$ cat src/rtl/snake_pkg.sv
// Shared constants, direction encoding and FSM states for the snake movement controller.
package snake_pkg;

  localparam int W       = 11;
  localparam int MAX_LEN = 26;

  localparam logic [W-1:0] X_MAX  = 11'd630;
  localparam logic [W-1:0] Y_MAX  = 11'd470;
  localparam logic [W-1:0] INIT_X = 11'd320;
  localparam logic [W-1:0] INIT_Y = 11'd240;

  typedef enum logic [1:0] {
    DIR_UP    = 2'd0,
    DIR_RIGHT = 2'd1,
    DIR_DOWN  = 2'd2,
    DIR_LEFT  = 2'd3
  } dir_t;

  typedef enum logic [2:0] {
    S_INIT   = 3'd0,
    S_IDLE   = 3'd1,
    S_CALC   = 3'd2,
    S_UPDATE = 3'd3,
    S_SCAN   = 3'd4,
    S_DRAIN  = 3'd5,
    S_DONE   = 3'd6
  } state_t;

  // Opposite directions differ only in the upper encoding bit.
  function automatic logic is_reverse(input dir_t a, input dir_t b);
    return ((a ^ b) == 2'b10);
  endfunction

endpackage

$ cat src/rtl/snake_move_ctrl_if.sv
// Body-stack port bundle: strobes and new head position out, tail readout back in.
interface snake_move_ctrl_if;
  import snake_pkg::*;

  logic         stk_push;
  logic         stk_pop;
  logic         stk_obtener;
  logic [W-1:0] stk_pos_x;
  logic [W-1:0] stk_pos_y;
  logic [W-1:0] stk_tail_x;
  logic [W-1:0] stk_tail_y;

  modport master (
    output stk_push, stk_pop, stk_obtener, stk_pos_x, stk_pos_y,
    input  stk_tail_x, stk_tail_y
  );

  modport slave (
    input  stk_push, stk_pop, stk_obtener, stk_pos_x, stk_pos_y,
    output stk_tail_x, stk_tail_y
  );
endinterface

$ cat src/rtl/snake_next_head.sv
// Combinational next-head computation with reversal filtering.
// SNAKE_WRAP_WALLS_EN: wrap the head to the opposite edge instead of flagging a field exit.
module snake_next_head
  import snake_pkg::*;
#(
  parameter logic [W-1:0] STEP = 11'd10
) (
  input  logic [W-1:0] head_x,
  input  logic [W-1:0] head_y,
  input  dir_t         cur_dir,
  input  dir_t         req_dir,
  output logic [W-1:0] next_x,
  output logic [W-1:0] next_y,
  output dir_t         new_dir,
  output logic         out_of_field
);

  logic [W:0] sum_x_s;
  logic [W:0] sum_y_s;
  logic       under_x_s;
  logic       under_y_s;
  logic       over_x_s;
  logic       over_y_s;

  // Pick the effective direction, step one cell in W+1 bits, classify the result.
  always_comb begin
    new_dir = is_reverse(req_dir, cur_dir) ? cur_dir : req_dir;
    sum_x_s = {1'b0, head_x};
    sum_y_s = {1'b0, head_y};
    case (new_dir)
      DIR_UP:    sum_y_s = {1'b0, head_y} - {1'b0, STEP};
      DIR_RIGHT: sum_x_s = {1'b0, head_x} + {1'b0, STEP};
      DIR_DOWN:  sum_y_s = {1'b0, head_y} + {1'b0, STEP};
      DIR_LEFT:  sum_x_s = {1'b0, head_x} - {1'b0, STEP};
      default: begin
        sum_x_s = {1'b0, head_x};
        sum_y_s = {1'b0, head_y};
      end
    endcase
    // A borrow past zero leaves the extra top bit set.
    under_x_s = sum_x_s[W];
    under_y_s = sum_y_s[W];
    over_x_s  = !sum_x_s[W] && (sum_x_s > {1'b0, X_MAX});
    over_y_s  = !sum_y_s[W] && (sum_y_s > {1'b0, Y_MAX});
`ifdef SNAKE_WRAP_WALLS_EN
    if (under_x_s)     next_x = X_MAX;
    else if (over_x_s) next_x = {W{1'b0}};
    else               next_x = sum_x_s[W-1:0];
    if (under_y_s)     next_y = Y_MAX;
    else if (over_y_s) next_y = {W{1'b0}};
    else               next_y = sum_y_s[W-1:0];
    out_of_field = 1'b0;
`else
    next_x       = sum_x_s[W-1:0];
    next_y       = sum_y_s[W-1:0];
    out_of_field = under_x_s | over_x_s | under_y_s | over_y_s;
`endif
  end

endmodule

$ cat src/rtl/snake_move_ctrl.sv
// Game-tick sequencer: moves or grows the snake through the body stack, then scans
// every stack slot for self-collision.
module snake_move_ctrl
  import snake_pkg::*;
(
  input  logic              clk,
  input  logic              reset,
  input  logic              tick,
  input  logic [1:0]        dir,
  input  logic              food_hit,
  snake_move_ctrl_if.master stk,
  output logic [W-1:0]      head_x,
  output logic [W-1:0]      head_y,
  output logic [5:0]        len,
  output logic              busy,
  output logic              frame_done,
  output logic              game_over
);

  localparam logic [W-1:0] STEP      = 11'd10;
  localparam logic [4:0]   LAST_K    = 5'(MAX_LEN - 1);
  localparam logic [5:0]   MAX_LEN_L = 6'(MAX_LEN);

  state_t       state_r;
  logic [W-1:0] head_x_r;
  logic [W-1:0] head_y_r;
  dir_t         cur_dir_r;
  dir_t         req_dir_r;
  logic         food_r;
  logic [5:0]   len_r;
  logic         game_over_r;
  logic         busy_r;
  logic         frame_done_r;
  logic         push_r;
  logic         pop_r;
  logic         obt_r;
  logic [W-1:0] pos_x_r;
  logic [W-1:0] pos_y_r;
  logic [4:0]   k_r;
  logic [4:0]   cmp_k_r;
  logic         cmp_valid_r;

  logic [W-1:0] nh_x_s;
  logic [W-1:0] nh_y_s;
  dir_t         nh_dir_s;
  logic         nh_oof_s;
  logic         hit_s;

  snake_next_head #(
    .STEP(STEP)
  ) u_next_head (
    .head_x      (head_x_r),
    .head_y      (head_y_r),
    .cur_dir     (cur_dir_r),
    .req_dir     (req_dir_r),
    .next_x      (nh_x_s),
    .next_y      (nh_y_s),
    .new_dir     (nh_dir_s),
    .out_of_field(nh_oof_s)
  );

  // Readout for slot cmp_k_r arrives now; slot len-1 is the head itself.
  always_comb begin
    hit_s = 1'b0;
    if (cmp_valid_r && (({1'b0, cmp_k_r} + 6'd1) < len_r) &&
        (stk.stk_tail_x == head_x_r) && (stk.stk_tail_y == head_y_r)) begin
      hit_s = 1'b1;
    end else begin
      hit_s = 1'b0;
    end
  end

  // Step sequencer with registered strobes and status.
  always_ff @(posedge clk) begin
    if (reset) begin
      state_r      <= S_INIT;
      head_x_r     <= INIT_X;
      head_y_r     <= INIT_Y;
      cur_dir_r    <= DIR_RIGHT;
      req_dir_r    <= DIR_RIGHT;
      food_r       <= 1'b0;
      len_r        <= 6'd0;
      game_over_r  <= 1'b0;
      busy_r       <= 1'b1;
      frame_done_r <= 1'b0;
      push_r       <= 1'b0;
      pop_r        <= 1'b0;
      obt_r        <= 1'b0;
      pos_x_r      <= {W{1'b0}};
      pos_y_r      <= {W{1'b0}};
      k_r          <= 5'd0;
      cmp_k_r      <= 5'd0;
      cmp_valid_r  <= 1'b0;
    end else begin
      push_r       <= 1'b0;
      pop_r        <= 1'b0;
      obt_r        <= 1'b0;
      frame_done_r <= 1'b0;
      case (state_r)
        S_INIT: begin
          push_r  <= 1'b1;
          pos_x_r <= INIT_X;
          pos_y_r <= INIT_Y;
          len_r   <= 6'd1;
          busy_r  <= 1'b0;
          state_r <= S_IDLE;
        end
        S_IDLE: begin
          if (tick && !game_over_r) begin
            req_dir_r <= dir_t'(dir);
            food_r    <= food_hit;
            busy_r    <= 1'b1;
            state_r   <= S_CALC;
          end
        end
        S_CALC: begin
          cur_dir_r <= nh_dir_s;
          if (nh_oof_s) begin
            game_over_r  <= 1'b1;
            frame_done_r <= 1'b1;
            state_r      <= S_DONE;
          end else begin
            head_x_r <= nh_x_s;
            head_y_r <= nh_y_s;
            pos_x_r  <= nh_x_s;
            pos_y_r  <= nh_y_s;
            // A full body cannot grow, so food there just moves.
            if (food_r && (len_r < MAX_LEN_L)) begin
              push_r <= 1'b1;
              len_r  <= len_r + 6'd1;
            end else begin
              pop_r  <= 1'b1;
            end
            state_r <= S_UPDATE;
          end
        end
        S_UPDATE: begin
          obt_r       <= 1'b1;
          k_r         <= 5'd0;
          cmp_valid_r <= 1'b0;
          state_r     <= S_SCAN;
        end
        S_SCAN: begin
          cmp_valid_r <= 1'b1;
          cmp_k_r     <= k_r;
          if (k_r == LAST_K) begin
            state_r <= S_DRAIN;
          end else begin
            obt_r <= 1'b1;
            k_r   <= k_r + 5'd1;
          end
        end
        S_DRAIN: begin
          cmp_valid_r  <= 1'b0;
          frame_done_r <= 1'b1;
          state_r      <= S_DONE;
        end
        S_DONE: begin
          busy_r  <= 1'b0;
          state_r <= S_IDLE;
        end
        default: begin
          busy_r  <= 1'b1;
          state_r <= S_INIT;
        end
      endcase
      if (hit_s) begin
        game_over_r <= 1'b1;
      end
    end
  end

  assign stk.stk_push    = push_r;
  assign stk.stk_pop     = pop_r;
  assign stk.stk_obtener = obt_r;
  assign stk.stk_pos_x   = pos_x_r;
  assign stk.stk_pos_y   = pos_y_r;
  assign head_x          = head_x_r;
  assign head_y          = head_y_r;
  assign len             = len_r;
  assign busy            = busy_r;
  assign frame_done      = frame_done_r;
  assign game_over       = game_over_r;

endmodule
$ cat src/flat_wrapper.sv
// flat-port wrapper written by rule: the top's interface ports become plain ports
module snake_move_ctrl_flat import snake_pkg::*;
  (clk, reset, tick, dir, food_hit, head_x, head_y, len, busy, frame_done, game_over, stk_stk_push, stk_stk_pop, stk_stk_obtener, stk_stk_pos_x, stk_stk_pos_y, stk_stk_tail_x, stk_stk_tail_y);
  snake_move_ctrl_if stk_i ();
  input  logic clk;
  input  logic reset;
  input  logic tick;
  input  logic [1:0] dir;
  input  logic food_hit;
  output logic [W-1:0] head_x;
  output logic [W-1:0] head_y;
  output logic [5:0] len;
  output logic busy;
  output logic frame_done;
  output logic game_over;
  output wire logic [$bits(stk_i.stk_push)-1:0] stk_stk_push;
  output wire logic [$bits(stk_i.stk_pop)-1:0] stk_stk_pop;
  output wire logic [$bits(stk_i.stk_obtener)-1:0] stk_stk_obtener;
  output wire logic [$bits(stk_i.stk_pos_x)-1:0] stk_stk_pos_x;
  output wire logic [$bits(stk_i.stk_pos_y)-1:0] stk_stk_pos_y;
  input wire logic [$bits(stk_i.stk_tail_x)-1:0] stk_stk_tail_x;
  input wire logic [$bits(stk_i.stk_tail_y)-1:0] stk_stk_tail_y;
  assign stk_stk_push = stk_i.stk_push;
  assign stk_stk_pop = stk_i.stk_pop;
  assign stk_stk_obtener = stk_i.stk_obtener;
  assign stk_stk_pos_x = stk_i.stk_pos_x;
  assign stk_stk_pos_y = stk_i.stk_pos_y;
  assign stk_i.stk_tail_x = stk_stk_tail_x;
  assign stk_i.stk_tail_y = stk_stk_tail_y;
  snake_move_ctrl u_core (.clk(clk), .reset(reset), .tick(tick), .dir(dir), .food_hit(food_hit), .stk(stk_i), .head_x(head_x), .head_y(head_y), .len(len), .busy(busy), .frame_done(frame_done), .game_over(game_over));
endmodule
$ cat config.mk
export PLATFORM = sky130hd
export DESIGN_NAME = snake_move_ctrl_flat
export DESIGN_NICKNAME = d
export VERILOG_FILES = /design/src/rtl/snake_pkg.sv /design/src/rtl/snake_move_ctrl_if.sv /design/src/rtl/snake_next_head.sv /design/src/rtl/snake_move_ctrl.sv /design/src/flat_wrapper.sv
export SDC_FILE = /design/constraint.sdc
export NUM_CORES = 1
export LEC_CHECK = 0
export BUFFER_PORTS_ARGS = -buffer_cell sky130_fd_sc_hd__buf_2
export CORE_MARGIN = 10
export CORE_UTILIZATION = 55
export CTS_CLUSTER_DIAMETER = 60
export DETAILED_ROUTE_END_ITERATION = 10
export PLACE_DENSITY = 0.79
export SLEW_MARGIN = 20
export SYNTH_ARGS = -nofsm -noshare
export SYNTH_HDL_FRONTEND = slang
export SYNTH_HIERARCHICAL = 1
export SYNTH_SLANG_ARGS = --single-unit
$ cat constraint.sdc
create_clock -name clk -period 4.8 [get_ports clk]
set_input_delay 0.96 -clock clk [delete_from_list [all_inputs] [get_ports clk]]
set_output_delay 0.96 -clock clk [all_outputs]
set_load 0.01 [all_outputs]
==> impl_metrics.env, run 1 <==
export IMPL_pwr_share_comb=0.218
export IMPL_grt_max_degree=49
export IMPL_slowest_delay_ns=0.46
export IMPL_syn_area_um2=4460
export IMPL_dominantRegCellSynth="dfxtp_1"
export IMPL_synth_warnings=6
export IMPL_hp_class="flop to flop"
export IMPL_finalSetupTns_ns=0
export IMPL_syn_avg_cell_area_um2=8.10
export IMPL_setup_viol=0
export IMPL_drtPass1Iterations=5
export IMPL_async_reset_ff_frac=0
export IMPL_critical_path_buf_inv_count=2
export IMPL_finalWirelength_um=13000
export IMPL_clkPwrFrac=0.330
export IMPL_synth_top_area_frac=0.337
export IMPL_cp_top_family="simple AND/OR/NAND/NOR gates"
export IMPL_clock_latency_ns=0.35
export IMPL_synthToLayoutAreaGrowth_pct=15.5
export IMPL_status="finished clean"
export IMPL_rows=32
export IMPL_start_util=0.571
export IMPL_die_area_um2=12100
export IMPL_clock_sinks=75
export IMPL_track_usage=0.211
export IMPL_cp_max_fo=42
export IMPL_yosysSeqAreaShare=0.337
export IMPL_place_congestion=0.919
export IMPL_whs_path_depth=2
export IMPL_finalCritPeriodShare=0.919
export IMPL_r2r_end="u_core/len[3]"
export IMPL_die_height_um=110
export IMPL_min_delay_start="u_core/stk.stk_pos_x[3]"
export IMPL_antenna_found_initial=0
export IMPL_fin_worst_skew_ns=0.00914
export IMPL_grt_pass1_wl_um=20300
export IMPL_place_area_um2=4930
export IMPL_drt_iter0_drc=352
export IMPL_reg2reg_from="u_core/req_dir_r[0]"
export IMPL_cp_cell_sequence="buf_4, nand2_1, inv_1, ha_1, a211oi_2, o21bai_1, a211o_1, a31o_1, nor3b_1, o31ai_2, nand4_1, nor4b_4, a41oi_2, nor3_2, xnor2_1, nor3_2"
export IMPL_power_switching_w=0.000498
export IMPL_leakage_nw=2.23
export IMPL_critPathKind="flop to flop"
export IMPL_worstSetupStartpointType="flop"
export IMPL_p_total_w=0.00153
export IMPL_synth_area_top_cells="dfxtp_1 34%, nand2_1 7.8%, ha_1 7.6%"
export IMPL_cp_arrival_ns=4.63
export IMPL_cts_tree="built"
export IMPL_worstRegToRegCells=16
export IMPL_drt_wirelength_per_cell_um=17.8
export IMPL_max_cap_violations=0
export IMPL_drive_gt1_frac=0.196
export IMPL_synth_area_leader_cell="dfxtp_1"
export IMPL_place_hpwl_um=9610
export IMPL_dp_cells=714
export IMPL_cts_hold_buf=0
export IMPL_r2r_slack_ns=0.39
export IMPL_slowest_stage="nor4b_4"
export IMPL_max_freq_mhz=227
export IMPL_synthCells=550
export IMPL_final_max_slew_viol_count=0
export IMPL_synth_edff_count=0
export IMPL_grt_pass1_vias=3975
export IMPL_routed_via_density=6.01
export IMPL_pwr_share_seq=0.452
export IMPL_drcViolationCount=0
export IMPL_holdWs_ns=0.460
export IMPL_cpMostUsedCell="nor3_2"
export IMPL_die_w_um=110
export IMPL_portBuffers=83
export IMPL_cts_max_level=3
export IMPL_fin_area_um2=5140
export IMPL_cts_buffer_depth=2
export IMPL_tightest_slew_ns=0.988
export IMPL_cts_made_buffers=9
export IMPL_peakVddDrop_mv=0.149
export IMPL_io_pins=84
export IMPL_ys_ff_latch=75
export IMPL_core_area_um2=7810
export IMPL_hold_end="u_core/stk.stk_pos_x[3]"
export IMPL_diodes=0
export IMPL_internal_power_w=0.00104
export IMPL_required_ns=5.02
export IMPL_cts_root_buffer="clkbuf_8"
export IMPL_nNetsFinal=681
export IMPL_cp_end_kind="flop"
export IMPL_min_period_ns=4.41
export IMPL_ys_types=66
export IMPL_overflow=0
export IMPL_pwr_density_cell_nw_per_um2=298
export IMPL_vias=4393
export IMPL_drt_antenna_violating_nets=0
export IMPL_final_cells=731
export IMPL_slew_headroom=0.336
export IMPL_syn_num_nets=607
export IMPL_switching_share=0.324
export IMPL_clkTransAtPathRegs_ns=0.08
export IMPL_hold_viol_final=0
flip-flops by register name, indices dropped and copies added, names as in the netlist, 2 cells and up:
| register | flops |
|---|---|
| u_core/stk.stk_pos_x | 11 |
| u_core/state_r | 3 |
| u_core/head_x | 11 |
| u_core/head_y | 11 |
| u_core/len | 6 |
| u_core/cmp_k_r | 5 |
| u_core/req_dir_r | 2 |
| u_core/k_r | 5 |
| u_core/cur_dir_r | 2 |
| u_core/stk.stk_pos_y | 11 |
cells by family after synthesis:
group	Yosys count	synth area share
DFF	75	0.337
adders and majority gates	29	0.0848
xor gates and xnor gates	40	0.0786
muxes	9	0.0208
AOI/OAI and AO/OA	148	0.213
buffers and inverters	46	0.0421
and+or+nand+nor	203	0.223
how the worst max path moves through the flow:
stage | from | end | slack [ns] | cells after the start
final | u_core/req_dir_r[0] | u_core/len[3] | 0.39 | 16
after global routing | u_core/cur_dir_r[0] | u_core/len[3] | -0.006 | 18
after CTS | u_core/cur_dir_r[0] | u_core/len[3] | 0.36 | 18
after detailed placement | u_core/req_dir_r[0] | u_core/len[3] | 0.39 | 18
after global placement | u_core/req_dir_r[0] | u_core/len[3] | 0.45 | 18
after floorplan | u_core/req_dir_r[0] | u_core/len[3] | 0.53 | 19
cells in the final DEF (no fill, tap or decap), types with 9 or more instances in the layout:
master | synthesis | layout
a21oi_1 | 63 | 63
buf_2 | 6 | 83
buf_4 | 2 | 9
clkbuf_8 | 0 | 10
dfxtp_1 | 75 | 75
ha_1 | 27 | 27
inv_1 | 16 | 16
nand2_1 | 92 | 91
nand3_1 | 9 | 9
nor2_1 | 37 | 37
nor2b_1 | 9 | 9
nor3_1 | 11 | 11
o21ai_0 | 25 | 25
xnor2_1 | 15 | 15
xor2_1 | 25 | 25
final cells by class:
cell class | count | area [um2]
multi-input combinational | 429 | 2770
sequential | 75 | 1500
fill | 693 | 2660
timing repair buffer | 92 | 483
tap | 102 | 128
clock inverter | 6 | 62.6
clock buffer | 10 | 138
inverter | 17 | 63.8
repair_timing:
| item | in CTS | in global routing |
|---|---|---|
| buffers inserted | 0 | 1 |
| setup endpoints to repair | 0 | 37 |
| resized for setup | 0 | 1 |
metrics by stage:
stage	setup WS, ns	utilization
2_1_floorplan	0.532	-
3_3_place_gp	0.455	0.632
3_5_place_dp	0.388	0.632
4_1_cts	0.356	0.658
5_1_grt	-0.00583	0.659
6_report	0.389	0.659
routing by layer:
layer	GRT usage	up-vias	wire [um]
li1	-	2098	-
met1	0.293	2067	5830
met2	0.308	204	5710
met3	0.0470	24	1200
met4	0.0864	0	242
met5	0	-	0
synthesized netlist by cell type (6+ instances only):
cell	number
o21ai_0	25
xnor2_1	15
clkbuf_1	19
nor3_1	11
xor2_1	25
nand2_1	92
nor2b_1	9
buf_2	6
o21bai_1	6
nor2_1	37
a21o_1	6
dfxtp_1	75
nor4_1	7
nand3b_1	6
mux2i_1	7
a21oi_1	63
and3_1	6
ha_1	27
inv_1	16
nand3_1	9
worst register-to-register path, delay by kind of cell (launching register included):
family	cells	cell delay, ns
xor+xnor	1	0.16
flops	1	0.35
fa+ha+maj	1	0.32
simple gates	6	1.42
compound gates	6	1.36
buf+inv	2	0.68
power by group through the flow:
stage	clock network, W	logic, W	registers, W
after CTS	0.000514	0.000329	0.000693
final	0.000506	0.000335	0.000694
after global routing	0.000540	0.000366	0.000699
after detailed placement	0	0.000327	0.000707
after floorplan	0	0.000220	0.000705
after global placement	0	0.000324	0.000707
No activity file was read; power rests on OpenSTA's default activity.
==> run 2, diff against run 1 <==
--- a/config.mk
+++ b/config.mk
@@ -5,12 +5,14 @@
 export SDC_FILE = /design/constraint.sdc
 export NUM_CORES = 1
 export LEC_CHECK = 0
+export ABC_CLOCK_PERIOD_IN_PS = 4800
 export BUFFER_PORTS_ARGS = -buffer_cell sky130_fd_sc_hd__buf_2
 export CORE_MARGIN = 10
 export CORE_UTILIZATION = 55
 export CTS_CLUSTER_DIAMETER = 60
 export DETAILED_ROUTE_END_ITERATION = 10
 export PLACE_DENSITY = 0.79
+export REMOVE_ABC_BUFFERS = 1
 export SLEW_MARGIN = 20
 export SYNTH_ARGS = -nofsm -noshare
 export SYNTH_HDL_FRONTEND = slang
==> impl_metrics.env, run 2 (same netlist as run 1, synthesis figures left out) <==
export IMPL_slowest_delay_ns=0.39
export IMPL_cts_buffer_depth=2
export IMPL_status="finished clean"
export IMPL_grt_pass1_wl_um=20100
export IMPL_overflow=0
export IMPL_die_w_um=110
export IMPL_hp_class="flop to flop"
export IMPL_cts_max_level=3
export IMPL_rows=32
export IMPL_drtPass1Iterations=5
export IMPL_setup_viol=0
export IMPL_critPathKind="flop to flop"
export IMPL_drt_wirelength_per_cell_um=17.2
export IMPL_final_max_slew_viol_count=0
export IMPL_grt_max_degree=43
export IMPL_drcViolationCount=0
export IMPL_diodes=0
export IMPL_holdWs_ns=0.454
export IMPL_cts_made_buffers=9
export IMPL_nNetsFinal=681
export IMPL_drt_iter0_drc=251
export IMPL_slew_headroom=0.464
export IMPL_clock_latency_ns=0.35
export IMPL_clkTransAtPathRegs_ns=0.08
export IMPL_rsz0062_at_grt="no"
export IMPL_finalCritPeriodShare=0.914
export IMPL_required_ns=5.02
export IMPL_cts_tree="built"
export IMPL_antenna_found_initial=0
export IMPL_die_height_um=110
export IMPL_grt_pass1_vias=4141
export IMPL_die_area_um2=12100
export IMPL_worstSetupStartpointType="flop"
export IMPL_start_util=0.571
export IMPL_pwr_density_cell_nw_per_um2=302
export IMPL_leakage_nw=2.22
export IMPL_synthToLayoutAreaGrowth_pct=15.8
export IMPL_track_usage=0.206
export IMPL_io_pins=84
export IMPL_clock_sinks=75
export IMPL_place_ws_ns=0.388
export IMPL_p_total_w=0.00156
export IMPL_final_cell_mix="91 x nand2_1, 83 x buf_2, 75 x dfxtp_1"
export IMPL_portBuffers=83
export IMPL_final_cells=731
export IMPL_fin_worst_skew_ns=0.0115
export IMPL_drt_antenna_violating_nets=0
export IMPL_place_congestion=0.910
export IMPL_cp_end_kind="flop"
export IMPL_core_area_um2=7810
export IMPL_critical_path_buf_inv_count=3
export IMPL_dp_cells=714
export IMPL_place_hpwl_um=9040
export IMPL_final_common_cell="nand2_1"
export IMPL_max_cap_violations=0
export IMPL_finalWirelength_um=12600
export IMPL_fin_ws_ns=0.411
export IMPL_routed_via_density=5.92
export IMPL_slowest_stage="buf_4"
export IMPL_vias=4327
export IMPL_cts_root_buffer="clkbuf_8"
export IMPL_cp_arrival_ns=4.61
export IMPL_tightest_slew_ns=0.802
export IMPL_min_period_ns=4.39
export IMPL_cp_max_fo=42
export IMPL_peakVddDrop_mv=0.159
export IMPL_max_freq_mhz=228
export IMPL_hold_viol_final=0
export IMPL_drive_gt1_frac=0.194
export IMPL_cp_cell_sequence="buf_4, nand2_1, inv_1, ha_1, a211oi_2, o21bai_1, a211o_1, a31o_1, nor3b_1, o31ai_2, nand4_1, nor4b_4, buf_4, a41oi_2, nor3_2, xnor2_1, nor3_2"
export IMPL_cp_top_family="compound AO/OA/AOI/OAI gates"
==> run 2: stage by stage <==
step / area, um2 / setup TNS [ns] / utilization
floorplan: 4330 / -3.86 / -
global placement: 4930 / 0 / 0.632
detailed placement: 4930 / 0 / 0.632
CTS: 5150 / 0 / 0.660
global route: 5160 / 0 / 0.661
finish: 5160 / 0 / 0.661
==> run 2: area by class of cell <==
cell class | count | area, um2
timing repair buffer | 92 | 483
multi-input combinational | 429 | 2770
tap | 102 | 128
clock inverter | 6 | 88.8
sequential | 75 | 1500
clock buffer | 10 | 128
fill | 669 | 2650
inverter | 17 | 63.8
==> run 2: layer usage <==
layer / routed length [um] / share of wire / vias up / global-route usage
li1: - / - / 2095 / -
met3: 928 / 0.074 / 35 / 0.0435
met5: 0 / 0 / - / 0
met1: 5390 / 0.43 / 2010 / 0.255
met4: 433 / 0.034 / 0 / 0.115
met2: 5850 / 0.46 / 187 / 0.326
==> run 2: tightest hold or removal path, stage by stage, from the launching register on <==
cell	delay, ns
dfxtp_1	0.31
nand2_1	0.05
a21oi_1	0.05
==> run 2: worst paths after layout <==
check | endpoint | startpoint | slack (ns) | cells past startpoint
setup / recovery | u_core/len[3] | u_core/req_dir_r[0] | 0.41 | 17
hold reg to reg | u_core/stk.stk_pos_x[0] | u_core/stk.stk_pos_x[0] | 0.45 | 2
hold / removal | u_core/stk.stk_pos_x[0] | u_core/stk.stk_pos_x[0] | 0.45 | 2
setup reg to reg | u_core/len[3] | u_core/req_dir_r[0] | 0.41 | 17
==> run 2: report_power, final <==
group | leakage [nW] | switching [W] | internal [W] | total (W)
Clock | 0.103 | 0.000241 | 0.000294 | 0.000535
Combinational | 1.51 | 0.000200 | 0.000129 | 0.000329
Sequential | 0.609 | 0.0000423 | 0.000654 | 0.000696
Total | 2.22 | 0.000483 | 0.00108 | 0.00156
==> run 2: repair_timing <==
| action | 4_1_cts | 5_1_grt |
|---|---|---|
| endpoints found under the setup margin | 0 | 8 |
| setup buffers | 0 | 1 |
| hold buffers | 0 | 0 |
| gates resized for setup | 0 | 1 |
